--- src/rtl/float_adder_arbiter_if.sv ---
// Bundle between the two requesters, the arbiter and the shared float adder.
// The master side (requesters and adder) drives operands, acks and add_result_i.
interface float_adder_arbiter_if;
   logic        req0_valid_i;
   logic        req0_ready_o;
   logic [31:0] req0_a_i;
   logic [31:0] req0_b_i;
   logic        req0_sub_i;
   logic        req0_done_o;
   logic        req0_ack_i;
   logic        req1_valid_i;
   logic        req1_ready_o;
   logic [31:0] req1_a_i;
   logic [31:0] req1_b_i;
   logic        req1_sub_i;
   logic        req1_done_o;
   logic        req1_ack_i;
   logic [31:0] result_o;
   logic [31:0] add_a_o;
   logic [31:0] add_b_o;
   logic        add_sub_o;
   logic [31:0] add_result_i;

   modport slave (
      input  req0_valid_i, req0_a_i, req0_b_i, req0_sub_i, req0_ack_i,
      input  req1_valid_i, req1_a_i, req1_b_i, req1_sub_i, req1_ack_i,
      input  add_result_i,
      output req0_ready_o, req0_done_o, req1_ready_o, req1_done_o,
      output result_o, add_a_o, add_b_o, add_sub_o
   );

   modport master (
      output req0_valid_i, req0_a_i, req0_b_i, req0_sub_i, req0_ack_i,
      output req1_valid_i, req1_a_i, req1_b_i, req1_sub_i, req1_ack_i,
      output add_result_i,
      input  req0_ready_o, req0_done_o, req1_ready_o, req1_done_o,
      input  result_o, add_a_o, add_b_o, add_sub_o
   );
endinterface

--- src/rtl/float_adder_arbiter.sv ---
// Round-robin sharing of one combinational float adder between two requesters.
// Operands are held on the adder for SETTLE_CYCLES before the result is captured.
module float_adder_arbiter #(
   parameter int DATA_W        = 32,
   parameter int SETTLE_CYCLES = 1
) (
   input logic                  clk_i,
   input logic                  rst_i,
   float_adder_arbiter_if.slave bus
);
   typedef enum logic [1:0] {IDLE, SETTLE, DONE} state_e;

   localparam logic [3:0] LAST_CNT = 4'(SETTLE_CYCLES - 1);

   state_e              state_q, state_d;
   logic                owner_q, owner_d;
   logic                last_q, last_d;
   logic [3:0]          cnt_q, cnt_d;
   logic [DATA_W-1:0]   a_q, a_d;
   logic [DATA_W-1:0]   b_q, b_d;
   logic                sub_q, sub_d;
   logic [DATA_W-1:0]   res_q, res_d;
   logic                sel;
   logic                rdy0, rdy1;
   logic                done0, done1;

   // On contention the grant goes to whoever did not win last time
   always_comb begin
      sel = 1'b0;
      if (bus.req0_valid_i && bus.req1_valid_i) begin
         sel = ~last_q;
      end else if (bus.req1_valid_i) begin
         sel = 1'b1;
      end
   end

   always_comb begin
      state_d = state_q;
      owner_d = owner_q;
      last_d  = last_q;
      cnt_d   = cnt_q;
      a_d     = a_q;
      b_d     = b_q;
      sub_d   = sub_q;
      res_d   = res_q;
      rdy0    = 1'b0;
      rdy1    = 1'b0;
      done0   = 1'b0;
      done1   = 1'b0;
      unique case (state_q)
         IDLE: begin
            rdy0 = bus.req0_valid_i & ~sel;
            rdy1 = bus.req1_valid_i & sel;
            if (rdy0 || rdy1) begin
               owner_d = sel;
               last_d  = sel;
               cnt_d   = 4'd0;
               a_d     = sel ? bus.req1_a_i : bus.req0_a_i;
               b_d     = sel ? bus.req1_b_i : bus.req0_b_i;
               sub_d   = sel ? bus.req1_sub_i : bus.req0_sub_i;
               state_d = SETTLE;
            end
         end
         SETTLE: begin
            cnt_d = cnt_q + 4'd1;
            if (cnt_q == LAST_CNT) begin
               res_d   = bus.add_result_i;
               state_d = DONE;
            end
         end
         DONE: begin
            done0 = ~owner_q;
            done1 = owner_q;
            if (owner_q ? bus.req1_ack_i : bus.req0_ack_i) begin
               state_d = IDLE;
            end
         end
         default: state_d = IDLE;
      endcase
   end

   always_ff @(posedge clk_i) begin
      if (rst_i) begin
         state_q <= IDLE;
         owner_q <= 1'b0;
         last_q  <= 1'b1;
         cnt_q   <= 4'd0;
         a_q     <= '0;
         b_q     <= '0;
         sub_q   <= 1'b0;
         res_q   <= '0;
      end else begin
         state_q <= state_d;
         owner_q <= owner_d;
         last_q  <= last_d;
         cnt_q   <= cnt_d;
         a_q     <= a_d;
         b_q     <= b_d;
         sub_q   <= sub_d;
         res_q   <= res_d;
      end
   end

   // Adder inputs come straight from the op regs so they stay quiet when idle
   assign bus.add_a_o      = a_q;
   assign bus.add_b_o      = b_q;
   assign bus.add_sub_o    = sub_q;
   assign bus.result_o     = res_q;
   assign bus.req0_ready_o = rdy0;
   assign bus.req1_ready_o = rdy1;
   assign bus.req0_done_o  = done0;
   assign bus.req1_done_o  = done1;
endmodule

--- src/flat_wrapper.sv ---
// flat-port wrapper written by rule: the top's interface ports become plain ports
module float_adder_arbiter_flat 
#(
   parameter int DATA_W        = 32,
   parameter int SETTLE_CYCLES = 1
)
  (clk_i, rst_i, bus_req0_valid_i, bus_req0_a_i, bus_req0_b_i, bus_req0_sub_i, bus_req0_ack_i, bus_req1_valid_i, bus_req1_a_i, bus_req1_b_i, bus_req1_sub_i, bus_req1_ack_i, bus_add_result_i, bus_req0_ready_o, bus_req0_done_o, bus_req1_ready_o, bus_req1_done_o, bus_result_o, bus_add_a_o, bus_add_b_o, bus_add_sub_o);
  float_adder_arbiter_if bus_i ();
  input logic clk_i;
  input logic rst_i;
  input wire logic [$bits(bus_i.req0_valid_i)-1:0] bus_req0_valid_i;
  input wire logic [$bits(bus_i.req0_a_i)-1:0] bus_req0_a_i;
  input wire logic [$bits(bus_i.req0_b_i)-1:0] bus_req0_b_i;
  input wire logic [$bits(bus_i.req0_sub_i)-1:0] bus_req0_sub_i;
  input wire logic [$bits(bus_i.req0_ack_i)-1:0] bus_req0_ack_i;
  input wire logic [$bits(bus_i.req1_valid_i)-1:0] bus_req1_valid_i;
  input wire logic [$bits(bus_i.req1_a_i)-1:0] bus_req1_a_i;
  input wire logic [$bits(bus_i.req1_b_i)-1:0] bus_req1_b_i;
  input wire logic [$bits(bus_i.req1_sub_i)-1:0] bus_req1_sub_i;
  input wire logic [$bits(bus_i.req1_ack_i)-1:0] bus_req1_ack_i;
  input wire logic [$bits(bus_i.add_result_i)-1:0] bus_add_result_i;
  output wire logic [$bits(bus_i.req0_ready_o)-1:0] bus_req0_ready_o;
  output wire logic [$bits(bus_i.req0_done_o)-1:0] bus_req0_done_o;
  output wire logic [$bits(bus_i.req1_ready_o)-1:0] bus_req1_ready_o;
  output wire logic [$bits(bus_i.req1_done_o)-1:0] bus_req1_done_o;
  output wire logic [$bits(bus_i.result_o)-1:0] bus_result_o;
  output wire logic [$bits(bus_i.add_a_o)-1:0] bus_add_a_o;
  output wire logic [$bits(bus_i.add_b_o)-1:0] bus_add_b_o;
  output wire logic [$bits(bus_i.add_sub_o)-1:0] bus_add_sub_o;
  assign bus_i.req0_valid_i = bus_req0_valid_i;
  assign bus_i.req0_a_i = bus_req0_a_i;
  assign bus_i.req0_b_i = bus_req0_b_i;
  assign bus_i.req0_sub_i = bus_req0_sub_i;
  assign bus_i.req0_ack_i = bus_req0_ack_i;
  assign bus_i.req1_valid_i = bus_req1_valid_i;
  assign bus_i.req1_a_i = bus_req1_a_i;
  assign bus_i.req1_b_i = bus_req1_b_i;
  assign bus_i.req1_sub_i = bus_req1_sub_i;
  assign bus_i.req1_ack_i = bus_req1_ack_i;
  assign bus_i.add_result_i = bus_add_result_i;
  assign bus_req0_ready_o = bus_i.req0_ready_o;
  assign bus_req0_done_o = bus_i.req0_done_o;
  assign bus_req1_ready_o = bus_i.req1_ready_o;
  assign bus_req1_done_o = bus_i.req1_done_o;
  assign bus_result_o = bus_i.result_o;
  assign bus_add_a_o = bus_i.add_a_o;
  assign bus_add_b_o = bus_i.add_b_o;
  assign bus_add_sub_o = bus_i.add_sub_o;
  float_adder_arbiter #(.DATA_W(DATA_W), .SETTLE_CYCLES(SETTLE_CYCLES)) u_core (.clk_i(clk_i), .rst_i(rst_i), .bus(bus_i));
endmodule
--- config.mk ---
export PLATFORM = sky130hd
export DESIGN_NAME = float_adder_arbiter_flat
export DESIGN_NICKNAME = d
export VERILOG_FILES = /design/src/rtl/float_adder_arbiter_if.sv /design/src/rtl/float_adder_arbiter.sv /design/src/flat_wrapper.sv
export SDC_FILE = /design/constraint.sdc
export NUM_CORES = 1
export LEC_CHECK = 0
export BUFFER_PORTS_ARGS = -buffer_cell sky130_fd_sc_hd__buf_2
export CAP_MARGIN = 15
export CORE_MARGIN = 5
export CORE_UTILIZATION = 25
export DETAILED_ROUTE_END_ITERATION = 10
export PLACE_DENSITY = 0.48
export REMOVE_ABC_BUFFERS = 1
export SYNTH_ARGS = -nofsm -noshare
export SYNTH_HDL_FRONTEND = slang
export SYNTH_SLANG_ARGS = --single-unit
--- constraint.sdc ---
create_clock -name clk_i -period 2.7 [get_ports clk_i]
set_input_delay 0.135 -clock clk_i [delete_from_list [all_inputs] [get_ports clk_i]]
set_output_delay 0.135 -clock clk_i [all_outputs]
set_load 0.03 [all_outputs]
==> metrics.md <==
| Metric | Value |
|---|---|
| Routed WL per cell | 17.4 um |
| Hold_buf cts | 0 |
| Net Sw Frac | 0.368 |
| # setup viols final | 0 |
| TritonRoute pass-1 iters | 4 |
| Power share of the clock group | 0.288 |
| First-pass GRT wire length | 28.5 mm |
| Post-synthesis register bit count | 105 |
| Via Count | 5168 |
| Antenna Nets Post-Route | 0 |
| Lkg Pwr | 0.00292 uW |
| Num rows | 49 |
| DRC | 0 |
| Gate Count Post-Synth | 572 |
| Fin nets | 971 |
| Routed wire length | 18.1 mm |
| CTS H-tree lvls | 3 |
| Tightest Pin Transition | 1.04 ns |
| Worst Hold Launch | bus_req0_b_i[26] |
| Antenna violations before repair | 0 |
| CTS root buffer | clkbuf_16 |
| DIE HEIGHT | 145 um |
| Count of different cell masters after synthesis | 31 |
| IO buf count | 268 |
| Worst IR drop on VDD | 0.402 mV |
| DIE WIDTH | 145 um |
| Internal Power | 2870 uW |
| CTS tree | done |
| Critical path endpoint category | register |
| FFs w/ async S/R, synth | 0 |
| Hold Crit Depth | 3 |
| Status | complete, no violations |
| Hold Path End | u_core.bus.add_b_o[26] |
| Flop pwr share | 0.405 |
| WP data required | 2.97 ns |
| Initial Util | 0.255 |
| Pin count of the biggest net entering global routing | 67 |
| Fin. max-slew vios | 0 |
| Global Route Usage Sum | 0.163 |
| Die area | 21200 um2 |
| Final worst-path cycle share | 0.724 |
| HPWL Detailed | 12.4 mm |
| Commonest non-fill, non-tap cells in the layout | 267 x buf_2, 134 x nand2_1, 105 x dfxtp_1 |
| Leading cell type in the layout, fill and taps excluded | buf_2 |
| Net Switching | 1670 uW |
| Crit Path Class | register to register |
| Fillers | 1935 |
| Critical Path, Cell by Cell | inv_1 -> ha_1 -> or3b_1 -> o21ai_0 -> a21oi_1 |
| Mapped cell area | 4590 um2 |
| Hold WC Path Type | input port to register |
| Comb pwr share | 0.307 |
| Sequential element share of the synthesized area | 0.458 |
| Crit Path Max Fanout | 33 |
| Worst r2r path cells | 5 |
| Pwr dens | 709 nW/um2 |
| Max Root-Sink Buffers | 2 |
| Clk sinks | 105 |
| Synth-to-Final Area Change | 39.4% |
| Post-CTS resize count | 0 |
| Num ports | 269 |
| Worst r2r dst | u_core.bus.result_o[17] |
| Unrepaired setup endpoints after global routing | false |
| Setup TNS | 0 ns |
| Average size of a mapped cell | 8.02 um2 |
| Drt via density | 4.99 |
| F_max | 512 MHz |
| Hold Vio Cnt, Final | 0 |
| CP Launch Type | register |
| GRT overflow | 0 |
| Worst stage delay on the critical path | 0.85 ns |
| Postcts setup bufs | 0 |
| Final Wtd Congestion | 0.749 |
| EDFF count, synth | 0 |
| Core Area | 18000 um2 |
| Synth Flop Type | dfxtp_1 |
| Total CTS buffers | 9 |
| Relative slew margins | 0.307 |
| CP max-delay cell | or3b_1 |
| Yosys warning total | 0 |
| Reg2reg setup slack | 0.75 ns |
| Worst EP arrival | 2.23 ns |
| Worst skew pair latency | 0.35 ns |
| Setup Skew | 0.00623 ns |
| Minimum clock period | 1.95 ns |
| Vias in the first global route | 5189 |
| Reg clk slew, reported paths | 0.08 ns |
| R2R Path Start | u_core.cnt_q[0] |
| Drt initial violations | 190 |
| Util after Layout | 0.355 |
| # Max-Cap Violations | 0 |
| Share of cells above drive strength 1 | 0.381 |
## sequential cells by signal (all words and copies together) (netlist names)
name and flops:
u_core.bus.add_a_o 32, u_core.bus.add_b_o 32, u_core.bus.result_o 32, u_core.cnt_q 4, u_core.state_q 2, u_core.bus.add_sub_o 1, u_core.last_q 1, u_core.owner_q 1
## cell families (layout without fill, tap and decap cells)
family,count (synthesis),count (layout),share of synthesized area
and+or+nand+nor,188,188,0.182
adders and majority gates,2,2,0.00545
DFF,105,105,0.458
other,0,1,0
AOI/OAI and AO/OA,208,208,0.287
buffers and inverters,68,302,0.0654
muxes,1,1,0.00218
## cell usage after synthesis (2+ instances only)
master / number / share of area
nor2_1: 5 / 0.0041
nand2b_1: 2 / 0.0027
nand3b_1: 3 / 0.0049
o21ai_0: 30 / 0.033
o211ai_1: 3 / 0.0049
buf_2: 27 / 0.029
nand3_1: 2 / 0.0022
nor2_2: 2 / 0.0027
dfxtp_1: 105 / 0.46
a311oi_1: 65 / 0.12
a21oi_1: 101 / 0.11
inv_1: 3 / 0.0025
nor2b_1: 2 / 0.0027
ha_1: 2 / 0.0055
clkbuf_1: 35 / 0.029
o21ai_1: 3 / 0.0033
or2_2: 2 / 0.0027
nand2_1: 134 / 0.11
nand4_1: 32 / 0.044
buf_4: 3 / 0.0049
## cell type report
type	instances	area [um2]	share of cell area
timing repair buffer	283	1490	0.234
clock inverter	5	38.8	0.00606
inverter	3	11.3	0.00176
sequential	105	2100	0.329
multi-input combinational	399	2210	0.345
antenna	1	2.50	0.000391
tap	229	287	0.0448
clock buffer	11	253	0.0395
## worst max-delay path, delay by kind of cell (launching register included)
kind            cells  cell delay (ns)
fa+ha+maj           1             0.20
compound gates      2             0.36
buf+inv             1             0.08
flops               1             0.38
simple gates        1             0.85
## how the worst max path moves through the flow
stage | start | endpoint | slack [ns] | cells past startpoint
3_5_place_dp | u_core.cnt_q[0] | u_core.bus.result_o[17] | 0.74 | 5
5_1_grt | u_core.cnt_q[0] | u_core.bus.result_o[26] | 0.46 | 5
2_1_floorplan | u_core.state_q[1] | bus_req0_ready_o | 0.28 | 3
4_1_cts | u_core.cnt_q[0] | u_core.bus.result_o[17] | 0.72 | 5
6_report | u_core.cnt_q[0] | u_core.bus.result_o[17] | 0.75 | 5
3_3_place_gp | u_core.cnt_q[0] | u_core.bus.result_o[11] | 0.81 | 5
## metal layers
layer / vias to the layer above / track usage / wire length [um]
met5: - / 0 / 0
met1: 2366 / 0.208 / 7850
met2: 235 / 0.249 / 7970
met4: 0 / 0.0364 / 190
met3: 13 / 0.0785 / 2050
li1: 2554 / - / -
## power by group through the flow
stage	logic, uW	clock network [uW]	registers, uW
final	1390	1310	1840
after global placement	1420	0	1870
after floorplan	487	0	2220
after CTS	1410	1370	1840
after detailed placement	1410	0	1870
after global routing	1520	1420	1860
## through the flow
step	cell area, um2	cells	setup slack (ns)	total power (uW)	hold WS [ns]
after floorplan	4300	507	0.277	2700	0.204
after global placement	6100	1019	0.807	3290	0.400
after detailed placement	6100	1019	0.743	3280	0.396
after CTS	6390	1035	0.721	4620	0.0133
after global routing	6390	1035	0.464	4800	0.0273
final	6400	1036	0.746	4530	0.0336
No activity file was read; power rests on OpenSTA's default activity.
